[src/rtl/fft_pkg.sv]
// rtl/fft_pkg.sv - shared FFT datapath constants, loader state type and address helpers
package fft_pkg;

  localparam int DEPTH  = 4;
  localparam int ADDR_W = 2;

  typedef enum logic [1:0] {
    FILL = 2'd0,
    LAST = 2'd1,
    HOLD = 2'd2
  } loader_state_t;

  // Swaps the two address bits; decimation-in-time wants inputs in this order.
  function automatic logic [ADDR_W-1:0] bitrev2(input logic [ADDR_W-1:0] addr);
    return {addr[0], addr[1]};
  endfunction

endpackage

[src/rtl/fft_frame_loader.sv]
// rtl/fft_frame_loader.sv - writes a four-sample frame into the sample store and holds it until acked
module fft_frame_loader
  import fft_pkg::*;
#(
  parameter int N      = 16,
  parameter bit BITREV = 1'b1
) (
  input  logic              i_clk,
  input  logic              i_rst_n,
  input  logic              i_valid,
  input  logic [N-1:0]      i_sample,
  output logic              o_ready,
  input  logic              i_flush,
  output logic [N-1:0]      o_word,
  output logic [ADDR_W-1:0] o_address,
  output logic              o_we,
  output logic              o_frame_valid,
  input  logic              i_frame_ack,
  output logic [7:0]        o_frames
);

  loader_state_t     state;
  loader_state_t     state_nxt;
  logic [ADDR_W-1:0] cnt;
  logic              accept;

  // o_ready is only ever high in FILL, so it alone qualifies the handshake.
  assign accept = i_valid && o_ready && !i_flush;

  always_comb begin
    state_nxt = state;
    if (i_flush) begin
      state_nxt = FILL;
    end else begin
      unique case (state)
        FILL:    if (accept && cnt == ADDR_W'(DEPTH - 1)) state_nxt = LAST;
        LAST:    state_nxt = HOLD;
        HOLD:    if (i_frame_ack) state_nxt = FILL;
        default: state_nxt = FILL;
      endcase
    end
  end

  always_ff @(posedge i_clk or negedge i_rst_n) begin
    if (!i_rst_n) begin
      state         <= FILL;
      cnt           <= '0;
      o_ready       <= 1'b0;
      o_word        <= '0;
      o_address     <= '0;
      o_we          <= 1'b0;
      o_frame_valid <= 1'b0;
      o_frames      <= 8'd0;
    end else begin
      state         <= state_nxt;
      o_ready       <= (state_nxt == FILL);
      o_frame_valid <= (state_nxt == HOLD);
      o_we          <= accept;

      if (accept) begin
        o_word    <= i_sample;
        o_address <= BITREV ? bitrev2(cnt) : cnt;
        cnt       <= cnt + 1'b1;
      end

      // A flush abandons the partial frame; cnt is also forced to 0 while held.
      if (i_flush || state == HOLD) begin
        cnt <= '0;
      end

      if (state == LAST && !i_flush) begin
        o_frames <= o_frames + 8'd1;
      end
    end
  end

endmodule

[config.mk]
export PLATFORM = sky130hd
export DESIGN_NAME = fft_frame_loader
export DESIGN_NICKNAME = d
export VERILOG_FILES = /design/src/rtl/fft_pkg.sv /design/src/rtl/fft_frame_loader.sv
export SDC_FILE = /design/constraint.sdc
export NUM_CORES = 1
export LEC_CHECK = 0
export ABC_AREA = 1
export CAP_MARGIN = 0
export CORE_ASPECT_RATIO = 1.75
export CORE_MARGIN = 2
export CORE_UTILIZATION = 39
export CTS_BUF_LIST = sky130_fd_sc_hd__clkbuf_8 sky130_fd_sc_hd__clkbuf_16
export DETAILED_ROUTE_END_ITERATION = 6
export GPL_ROUTABILITY_DRIVEN = 0
export GPL_TIMING_DRIVEN = 0
export HOLD_SLACK_MARGIN = 0.15
export PLACE_DENSITY = 0.7
export SETUP_SLACK_MARGIN = 0.05
export SYNTH_ARGS = -nofsm -noshare
export SYNTH_HDL_FRONTEND = slang
export SYNTH_SLANG_ARGS = --single-unit
[constraint.sdc]
create_clock -name i_clk -period 0.95 [get_ports i_clk]
set_input_delay 0.19 -clock i_clk [delete_from_list [all_inputs] [get_ports i_clk]]
set_output_delay 0.19 -clock i_clk [all_outputs]
set_load 0.005 [all_outputs]
==> metrics.cfg <==
[outcome]
status = complete, but fails checks
violations = negative hold slack, negative setup slack

[synthesis]
ys_ff_latch = 33
avgSynthCellArea_um2 = 8.750
yosysSeqAreaShare_pct = 60.11
synth_warnings = 0
mappedNetlistNets = 180
syn-cell-area_um2 = 1374
synth_cell_types = 16
synthCells = 157

[drt]
drt_iter0_drc = 22
vias = 1312
remaining_drc_errors = 0
detail_route.first_pass.iterations = 4
wl_per_cell_um = 12.01
antenna_left = 0
drt-vias-per-instance = 4.556
totalWireLength_um = 3460

[power_and_ir_drop]
powerDensity_nw_per_um2 = 1447
peakVddDrop_v = 0.001535
netSwitchingFraction_pct = 24.70
p_total_uw = 3244
switching_power_uw = 801.1
p_leak_uw = 0.001198
internal-power_uw = 2442
pwr-share-comb_pct = 19.4
p_clk_share_pct = 31.7
p_seq_share_pct = 48.9

[die]
die_x_um = 48.87
die_area_um2 = 4032
ios = 50
fp.coreArea_um2 = 3363
rows = 28
initial_core_util_pct = 40.85
fp.dieH_um = 82.52

[worst_setup_path]
worstPathArrival_ns = 0.92
path_max_fanout = 2
critical_path_required_ns = 0.76
path_cells = dlygate4sd2_1
criticalPathCategory = reg2out
crit_family = flip-flops
cp_slowest_cell = dfrtp_1
endpoint_kind = output pin
cp.buffers_inverters = 1
cpPeakStageDelay_ns = 0.38
critPathLaunchType = flip-flop

[finish]
syn2layout_area_growth_pct = 63.21
drive_gt1_share_pct = 41.15
diodes = 0
final_common_cell = nand2_1
layout.nets = 266
mostFrequentLayoutCells = nand2_1, dfrtp_1, buf_2

[placement]
io_buffers = 49
dp_hpwl_um = 2327
place_ws_ns = -0.5879

[global_route]
grt_pass1_vias = 1249
grt_max_degree = 34
grt_remaining_overflow = 0
grt_usage_pct = 18.44
grt_pass1_wl_um = 5561
antenna_found_initial = 0

[clock_tree]
clock_path_buffers = 2
path_clk_slew_ns = 0.06
h-tree-depth = 2
cts_sinks = 33
cts_root_buf = clkbuf_8
cts_tree = yes
cts_made_buffers = 5
clock_latency_ns = 0.28

[sta]
tns_ns = -4.020
fmax_ghz = 0.9001
timing.final.ws_setup_ns = -0.1610
finClkSkew_ns = 0.003416
timing.final.crit_share_pct = 116.9
hold_ws_ns = -0.03399
worst_pin_slew_ns = 0.7180
rsz0062_at_grt = yes
max_slew_margin_pct = 52.14
finalHoldViolations = 33
fin_crit_ns = 1.111
setup_viol = 56
drv_slew = 0

[min_path]
min-delay-path-class = in2async

[job]
max_cap_viol_count = 0

[timing repair]
item	CTS	global route
pin swaps	7	7
setup buffers	18	12
gates resized for setup	127	21
hold endpoints to repair	33	33
endpoints found under the setup margin	62	61
[power by group through the flow]
stage          sequential [uW]  combinational [uW]  clock [uW]
6_report                  1590                 629        1030
5_1_grt                   1600                 696        1120
4_1_cts                   1580                 545        1070
3_5_place_dp              1620                 534           0
3_3_place_gp              1620                 525           0
2_1_floorplan             1630                 150           0
[layout make-up]
cell class	instances	area, um2
fill	305	1121
sequential	33	828.3
multi-input combinational	107	593.1
timing repair buffer	79	586.8
clock buffer	6	82.58
inverter	14	57.56
tap	45	56.30
buffer	3	33.78
clock inverter	1	3.754
[Yosys cell counts (all sizes together)]
master  number  share of area (%)
nand3       10                3.6
inv         14                3.8
xor2         3                1.9
nand2       73                 20
buf          3                1.5
a21oi        2               0.73
nor2        14                4.9
o21ai        2               0.73
ha           2                1.8
xnor2        1               0.64
dfrtp       33                 60
[logic make-up (layout without fill, tap and decap cells)]
kind of cell	Yosys count	in the layout	share of synthesized area, %
and+or+nand+nor	97	97	28.69
DFF	33	33	60.11
buffers and inverters	17	103	5.373
AOI/OAI and AO/OA	4	4	1.457
xor gates and xnor gates	4	4	2.551
adders and majority gates	2	2	1.821
[registers in the layout, indices dropped and copies added, names as in the netlist]
signal / flops
cnt: 2
o_address: 2
o_frames: 8
o_word: 16
o_frame_valid: 1
o_ready: 1
o_we: 1
state: 2
[final timing paths]
path	start	endpoint	slack, ns	cells past startpoint
min reg2reg	o_word[5]	o_word[5]	0.47	2
max	o_ready	o_ready	-0.16	1
min	i_rst_n	o_word[5]	-0.03	1
min in group i_clk	i_sample[15]	o_word[15]	0.44	3
max reg2reg	o_ready	o_word[9]	-0.15	7
max in group asynchronous	i_rst_n	o_frames[3]	0.48	1
[per-stage QoR]
step	std cells	hold WS, ns	utilization [%]	area [um2]
3_3_place_gp	251	0.4559	58.00	1951
5_1_grt	288	0.01839	66.67	2242
4_1_cts	276	-0.02200	62.39	2098
3_5_place_dp	251	0.2836	57.85	1946
2_1_floorplan	157	-0.1056	-	1404
6_report	288	-0.03399	66.67	2242
[per-layer routing]
layer | global-route usage [%] | part of all wire, % | vias to the layer above
met2 | 35.07 | 58 | 37
met4 | 8.571 | 3.0 | 0
met1 | 18.44 | 35 | 620
li1 | - | - | 645
met3 | 5.216 | 4.5 | 10
met5 | 0 | 0 | -
Power figures use the tool's default switching activity.
